File: src/rtl/rvfpm_issue_ctrl.sv
// Issue and scoreboard controller in front of the rvfpm pipeline.
// Decodes RV32F instructions, stalls on RAW/WAW hazards against in-flight
// destinations, tracks the fixed-latency pipeline in a slot shift register
// and freezes everything while an X-register result waits for the core.
module rvfpm_issue_ctrl #(
    parameter int NUM_REGS        = 32,
    parameter int PIPELINE_STAGES = 3,
    parameter int ID_W            = 4
) (
    input  logic                ck,
    input  logic                rst,
    input  logic                instr_valid,
    output logic                instr_ready,
    input  logic [31:0]         instruction,
    input  logic [ID_W-1:0]     instr_id,
    input  logic                flush,
    output logic                pipe_adv,
    output logic                pipe_issue,
    output logic [31:0]         pipe_instr,
    output logic                wb_fp_valid,
    output logic [4:0]          wb_fp_rd,
    output logic                xres_valid,
    input  logic                xres_ready,
    output logic [ID_W-1:0]     xres_id,
    output logic [NUM_REGS-1:0] busy,
    output logic                illegal
);

    localparam int LAST = PIPELINE_STAGES - 1;

    typedef struct packed {
        logic            v;
        logic [4:0]      rd;
        logic            wfp;
        logic            wx;
        logic [ID_W-1:0] id;
    } slot_t;

    slot_t               slot_q [PIPELINE_STAGES];
    slot_t               slot_d [PIPELINE_STAGES];
    logic [NUM_REGS-1:0] busy_q;
    logic [NUM_REGS-1:0] busy_d;

    logic [6:0] opcode;
    logic [6:0] funct7;
    logic [4:0] rd;
    logic [4:0] rs1;
    logic [4:0] rs2;
    logic [4:0] rs3;
    logic       legal;
    logic       use_rs1;
    logic       use_rs2;
    logic       use_rs3;
    logic       wfp;
    logic       wx;
    logic       hazard;
    logic       accept;
    slot_t      last;

    assign opcode = instruction[6:0];
    assign rd     = instruction[11:7];
    assign rs1    = instruction[19:15];
    assign rs2    = instruction[24:20];
    assign rs3    = instruction[31:27];
    assign funct7 = instruction[31:25];
    assign last   = slot_q[LAST];

    // Decode which FP registers the instruction reads and what it writes.
    always_comb begin
        legal   = 1'b0;
        use_rs1 = 1'b0;
        use_rs2 = 1'b0;
        use_rs3 = 1'b0;
        wfp     = 1'b0;
        wx      = 1'b0;
        case (opcode)
            7'b0000111: begin
                legal = 1'b1;
                wfp   = 1'b1;
            end
            7'b0100111: begin
                legal   = 1'b1;
                use_rs2 = 1'b1;
            end
            7'b1000011, 7'b1000111, 7'b1001011, 7'b1001111: begin
                legal   = 1'b1;
                use_rs1 = 1'b1;
                use_rs2 = 1'b1;
                use_rs3 = 1'b1;
                wfp     = 1'b1;
            end
            7'b1010011: begin
                legal = 1'b1;
                case (funct7)
                    7'b1110000, 7'b1100000: begin
                        use_rs1 = 1'b1;
                        wx      = 1'b1;
                    end
                    7'b1010000: begin
                        use_rs1 = 1'b1;
                        use_rs2 = 1'b1;
                        wx      = 1'b1;
                    end
                    7'b1101000, 7'b1111000: begin
                        wfp = 1'b1;
                    end
                    7'b0101100: begin
                        use_rs1 = 1'b1;
                        wfp     = 1'b1;
                    end
                    default: begin
                        use_rs1 = 1'b1;
                        use_rs2 = 1'b1;
                        wfp     = 1'b1;
                    end
                endcase
            end
            default: legal = 1'b0;
        endcase
    end

    // Hazard check against the registered scoreboard only; a register that
    // retires this cycle still blocks its consumer for one more cycle.
    always_comb begin
        hazard = (use_rs1 && busy_q[rs1]) ||
                 (use_rs2 && busy_q[rs2]) ||
                 (use_rs3 && busy_q[rs3]) ||
                 (wfp     && busy_q[rd]);
    end

    // Handshake, freeze and retire outputs.
    always_comb begin
        pipe_adv    = rst && !(last.v && last.wx && !xres_ready);
        instr_ready = rst && !flush && pipe_adv && !hazard;
        accept      = instr_valid && instr_ready;
        pipe_issue  = accept && legal;
        illegal     = accept && !legal;
        pipe_instr  = rst ? instruction : 32'h0;
        wb_fp_valid = last.v && last.wfp && pipe_adv && !flush;
        wb_fp_rd    = last.rd;
        xres_valid  = rst && last.v && last.wx && !flush;
        xres_id     = last.id;
        busy        = busy_q;
    end

    // Next slot contents: shift on advance, wipe on flush.
    always_comb begin
        for (int i = 0; i < PIPELINE_STAGES; i++) slot_d[i] = slot_q[i];
        if (flush) begin
            for (int i = 0; i < PIPELINE_STAGES; i++) slot_d[i] = '0;
        end else if (pipe_adv) begin
            for (int i = 1; i < PIPELINE_STAGES; i++) slot_d[i] = slot_q[i-1];
            slot_d[0] = '0;
            if (pipe_issue) begin
                slot_d[0].v   = 1'b1;
                slot_d[0].rd  = rd;
                slot_d[0].wfp = wfp;
                slot_d[0].wx  = wx;
                slot_d[0].id  = instr_id;
            end
        end
    end

    // Scoreboard next state; a set in the same cycle as a clear wins.
    always_comb begin
        busy_d = busy_q;
        if (wb_fp_valid) busy_d[last.rd] = 1'b0;
        if (pipe_issue && wfp) busy_d[rd] = 1'b1;
        if (flush) busy_d = '0;
    end

    // Slot and scoreboard registers.
    always_ff @(posedge ck or negedge rst) begin
        if (!rst) begin
            for (int i = 0; i < PIPELINE_STAGES; i++) slot_q[i] <= '0;
            busy_q <= '0;
        end else begin
            for (int i = 0; i < PIPELINE_STAGES; i++) slot_q[i] <= slot_d[i];
            busy_q <= busy_d;
        end
    end

endmodule
File: config.mk
export PLATFORM = sky130hd
export DESIGN_NAME = rvfpm_issue_ctrl
export DESIGN_NICKNAME = d
export VERILOG_FILES = /design/src/rtl/rvfpm_issue_ctrl.sv
export SDC_FILE = /design/constraint.sdc
export NUM_CORES = 1
export LEC_CHECK = 0
export BUFFER_PORTS_ARGS = -buffer_cell sky130_fd_sc_hd__buf_4
export CAP_MARGIN = 20
export CORE_UTILIZATION = 35
export DETAILED_ROUTE_END_ITERATION = 6
export GPL_ROUTABILITY_DRIVEN = 0
export SLEW_MARGIN = 20
export SYNTH_ARGS = -nofsm -noshare
export SYNTH_HDL_FRONTEND = slang
export SYNTH_SLANG_ARGS = --single-unit
File: constraint.sdc
create_clock -name ck -period 2.91 [get_ports ck]
set_input_delay 0.291 -clock ck [delete_from_list [all_inputs] [get_ports ck]]
set_output_delay 0.291 -clock ck [all_outputs]
set_load 0.1 [all_outputs]
# Word-level counts from Yosys, hierarchy flattened
# Index checks and enable logic that the tools add are counted.
# totals
ff_bits	68
latch_bits	0
ramBits	0
rom_bits	0
inputBits	41
wordCells	106
mem_count	0
# classes
n_addsub	0
multipliers	0
div_mod_pow	0
order_cmp	7
eq_ne	13
n_shift	0
mux	29
n_bitwise	3
reduce_logical	38
# ops
operator	count
$mux 32	4
$mux 36	2
$eq 7x7->1 const B	10
$and 32x32->32	1
$not 32->32	1
$or 32x32->32	1
$lt 5x6->1 const B	5
$logic_and 1x1->1	22
$bmux 1 s5	4
$reduce_or 5->1	3
$eq 7x6->1 const B	2
$mux 1	13
$mux 12	1
$demux 1 s5	2
$ge 5x1->1 const B	2
$eq 7x3->1 const B	1
$reduce_or 7->1	1
$pmux 1 s2	3
$logic_not 1->1	5
$reduce_or 4->1	1
$logic_or 1x1->1	3
$reduce_or 3->1	1
$reduce_bool 2->1	1
$reduce_or 2->1	1

# Depth between registers and ports, before layout
# depth
depth_word	15
depth_mapped	10
mapped_depth_nobuf	7

# Least setup slack after synthesis
# Ideal clock, no wire load.
# synth_path
path_type	reg-to-output
from	reg busy_q[31] (netlist: busy[31])
to	out illegal
arrival_time_ps	4602
t_required_ps	2619
setup_slack_ps	-1983
path_stages_with_launch	9
path_cell_list	dfrtp_1 > mux4_2 > mux4_2 > mux2_2 > nand2_4 > nand2_2 > buf_6 > buf_6 > nor3_1
# synth_between
elab_chain_cells	10
word_cells_on_any_way	19
classes_between	mux: 8; reduce/logical: 11
# synth_rtl
element	line_no	rtl
start: declaration	41	logic [NUM_REGS-1:0] busy_q;
start signal: assignment	179	busy_q <= busy_d;
$bmux 1 s5, on equally long branches	125, 126	
$mux 1, on equally long branches	125, 126	
$logic_and 1x1->1, on equally long branches	125, 126	
$logic_or 1x1->1	125	hazard = (use_rs1 && busy_q[rs1]) ||
$logic_or 1x1->1	126	(use_rs2 && busy_q[rs2]) ||
$logic_or 1x1->1 *	127	(use_rs3 && busy_q[rs3]) ||
$logic_not 1->1 *	134	instr_ready = rst && !flush && pipe_adv && !hazard;
$logic_and 1x1->1 *	134	
$logic_and 1x1->1 *	135	accept = instr_valid && instr_ready;
$logic_and 1x1->1 *	137	illegal = accept && !legal;
end: declaration	26	output logic illegal
# Every way passes the cells marked *; elsewhere a longest branch is shown, timed or not. The select of a mux whose other input is x is not followed.

# Final worst setup path
# layout_path
from	reg busy_q[12] (netlist: busy[12])
to	out pipe_issue
# layout_between
elab_chain_cells	10
word_cells_on_any_way	19
classes_between	mux: 8; reduce/logical: 11
# layout_rtl
element	line_no	rtl
$bmux 1 s5, on equally long branches	125, 126	
$mux 1, on equally long branches	125, 126	
$logic_and 1x1->1, on equally long branches	125, 126	
$logic_or 1x1->1	125	
$logic_or 1x1->1	126	
$logic_or 1x1->1 *	127	
$logic_not 1->1 *	134	
$logic_and 1x1->1 *	134	
$logic_and 1x1->1 *	135	
$logic_and 1x1->1 *	136	pipe_issue = accept && legal;
end: declaration	18	output logic pipe_issue,
# Marked as above.

==> impl_metrics.json <==
{
  "status": "complete, but fails checks",
  "violations": "setup timing",
  "syn_nets": 584,
  "worstReg2RegEnd": "busy[13]",
  "tritoncts": "built",
  "power_density_mw_per_mm2": 387,
  "clock_latency_ns": 0.33,
  "syn_area_per_cell_sq_um": 9.38,
  "critical_path_class": "register to primary output",
  "synthAdderAreaFrac_pct": 0,
  "vias": 4950,
  "yosys_most_used_dff": "dfrtp_1",
  "critPathMaxStageDelay_ns": 0.47,
  "syn_inst": 543,
  "post_dp_cell_area_sq_mm": 0.00623,
  "fill_cells": 1300,
  "die_x_microns": 123,
  "setup_violations": 3,
  "p_seq_share_pct": 37.0,
  "drv_cap": 0,
  "hold_viol_final": 0,
  "overflow": 0,
  "fin_setup_tns_ns": -0.393,
  "synth-simple-area-share_pct": 27.7,
  "layout.nets": 682,
  "power_frac_comb_pct": 20.1,
  "yosys-top-cells-count": "dfrtp_1 (68), nand2_1 (67), o21ai_0 (40), nor2b_1 (38), clkbuf_1 (35)",
  "syn2layout_area_growth_pct": 30.0,
  "grt_pass1_wl_microns": 26900,
  "p_leak_nw": 2.69,
  "crit_path_top_delay_cell": "dfrtp_4",
  "ys_seq_area_share_pct": 33.4,
  "synth-seq-cells": 68,
  "critPathMaxFanout": 5,
  "n_antenna_cell": 0,
  "final_area_sq_mm": 0.00662,
  "clk_path_buf_depth": 2,
  "grt_max_degree": 74,
  "cts-hold-fix-buffers": 0,
  "rows": 43,
  "arrival_ns": 2.79,
  "fin_util_pct": 47.1,
  "routed_wl_microns": 17500,
  "synth_edf_count": 0,
  "tightest_slew_ns": 0.958,
  "clkPwrFrac_pct": 42.9,
  "cts.htree.levels": 3,
  "sw_frac_of_total_pct": 31.5,
  "die_height_microns": 123,
  "yosysTopAreaCellShare_pct": 33.4,
  "cp.depth": 8,
  "reg2reg_slack_ns": 0.13,
  "power.switching_uw": 808,
  "wl_per_cell_microns": 21.2,
  "grt_pass1_vias": 4678,
  "dp_hpwl_microns": 12400,
  "rsz0062_at_grt": "yes",
  "async_flop_share_pct": 100,
  "clock_sinks": 68,
  "fin_skew_ns": 0.00710,
  "vdd_drop_max_v": 0.000297,
  "synthDistinctLibCells": 48,
  "post-route-drc-count": 0,
  "drtIter0Drc": 554,
  "die-area_sq_mm": 0.0150,
  "firstDrtPassIters": 5,
  "yosys.area.top_type": "dfrtp_1",
  "crit_family": "multiplexers",
  "startpoint": "busy[12]",
  "start_util_pct": 36.3,
  "instances_no_fill": 826,
  "cts_buffers": 9,
  "intPower_mw": 1.75,
  "ys_top_cells_by_area": "dfrtp_1 (33%), mux4_2 (12%), nand4b_1 (5.7%), nand2_1 (4.9%), nor2b_1 (4.7%)",
  "slew_violations": 0,
  "endpoint": "pipe_issue",
  "p_total_mw": 2.56,
  "port_buffers": 119,
  "synth_most_common_cell": "dfrtp_1",
  "fmax_mhz": 324,
  "critPathCaptureType": "primary output",
  "clk_pin_slew_ns": 0.06,
  "clock-root-buffer": "clkbuf_16",
  "synth_mux_area_share_pct": 15.6,
  "core_area_sq_mm": 0.0140,
  "antenna_found_initial": 0,
  "pin_count": 120,
  "synth_top_family_by_area": "simple AND/OR/NAND/NOR gates",
  "fin_crit_sh_pct": 106,
  "grt_util_all_layers_pct": 23.9,
  "viasPerCell": 5.99,
  "holdCritPathClass": "input pin to async pin",
  "yosys_warnings": 0,
  "synth_compound_area_share_pct": 16.5,
  "setup_ws_ns": -0.172,
  "crit_chain": "buf_4 -> mux4_2 -> mux4_2 -> mux2_4 -> nand2_4 -> nand2_8 -> nor3_4 -> buf_12",
  "netlist_area_sq_mm": 0.00509,
  "slew_headroom_pct": 36.0,
  "cp_common_cell": "mux4_2",
  "post-place-ws_ns": -0.00713,
  "path_buf_inv": 2,
  "r2r.worst_path.cells": 8,
  "final.min_clock_period_ns": 3.08,
  "cp.required_ns": 2.62,
  "whs_ns": 0.166,
  "ant_nets": 0,
  "layout-drive-gt1-share_pct": 39.8,
  "synth_xor_area_share_pct": 0,
  "critPathLaunchType": "register",
  "dp.cells": 808,
  "r2r_start": "busy[12]"
}
==> sequential cells by signal (all words and copies together), names as in the netlist <==
register,cells
last,3
slot_q,24
wb_fp_rd,5
xres_id,4
busy,32
==> worst register-to-register path, cell delays in order, from the launching register on <==
cell	delay (ns)
dfrtp_4	0.47
buf_4	0.16
mux4_2	0.45
mux4_2	0.46
mux2_4	0.31
nand2_4	0.11
nand2_8	0.08
buf_4	0.29
o31ai_1	0.35
==> metal layers <==
metal  track usage, %  wire length [microns]
met5                0                      0
met4             9.83                    494
met3             5.39                   1630
met2             36.2                   7970
met1             32.9                   7400
==> power by group through the flow <==
stage | Combinational (mW) | Sequential, mW | Clock, mW
after global routing | 0.541 | 0.947 | 1.15
after CTS | 0.515 | 0.947 | 1.11
after global placement | 0.505 | 0.965 | 0
final | 0.514 | 0.947 | 1.10
after detailed placement | 0.508 | 0.965 | 0
after floorplan | 0.341 | 0.965 | 0
==> how the worst min path moves through the flow <==
stage,end,depth (start not counted),start
2_1_floorplan,busy[0],0,rst
3_3_place_gp,slot_q[29],2,slot_q[29]
3_5_place_dp,slot_q[35],2,slot_q[35]
4_1_cts,busy[3],2,rst
5_1_grt,busy[0],2,rst
6_report,busy[2],2,rst
==> layout by cell type (no fill, tap or decap), types with 10 or more instances in the layout <==
cell      netlist  layout
a21oi_1        28      28
and2_1         33      33
buf_4          12     143
dfrtp_1        68      36
dfrtp_2         0      19
dfrtp_4         0      13
mux2i_1        14      14
mux4_2         28      28
nand2_1        67      67
nand3b_1       10      10
nand4_1        11      11
nand4b_1       33      33
nor2b_1        38      37
o21ai_0        40      40
o31ai_1        18      18
o31ai_2        17      17
==> final cells by class <==
cell class              instances  area [sq um]  area share (%)
clock inverters                 7          75.1            1.13
inverters                       8          30.0           0.454
flip-flops and latches         68          1770            26.8
repair buffers                150          1180            17.8
clock buffers                   9           225            3.40
multi-input cells             404          3110            47.0
well taps                     180           225            3.40
==> what timing repair did <==
| action | CTS | global route |
|---|---|---|
| setup buffers | 2 | 0 |
| pin swaps | 7 | 4 |
| resized for setup | 16 | 1 |
| endpoints found under the setup margin | 3 | 3 |
==> kinds of logic (layout without fill, tap and decap cells) <==
kind of cell / count (synthesis) / after routing
and+or+nand+nor: 237 / 237
AOI/OAI and AO/OA: 123 / 123
buffers and inverters: 71 / 174
DFF: 68 / 68
muxes: 44 / 44
Note: power is estimated with default switching activity, not from simulation.
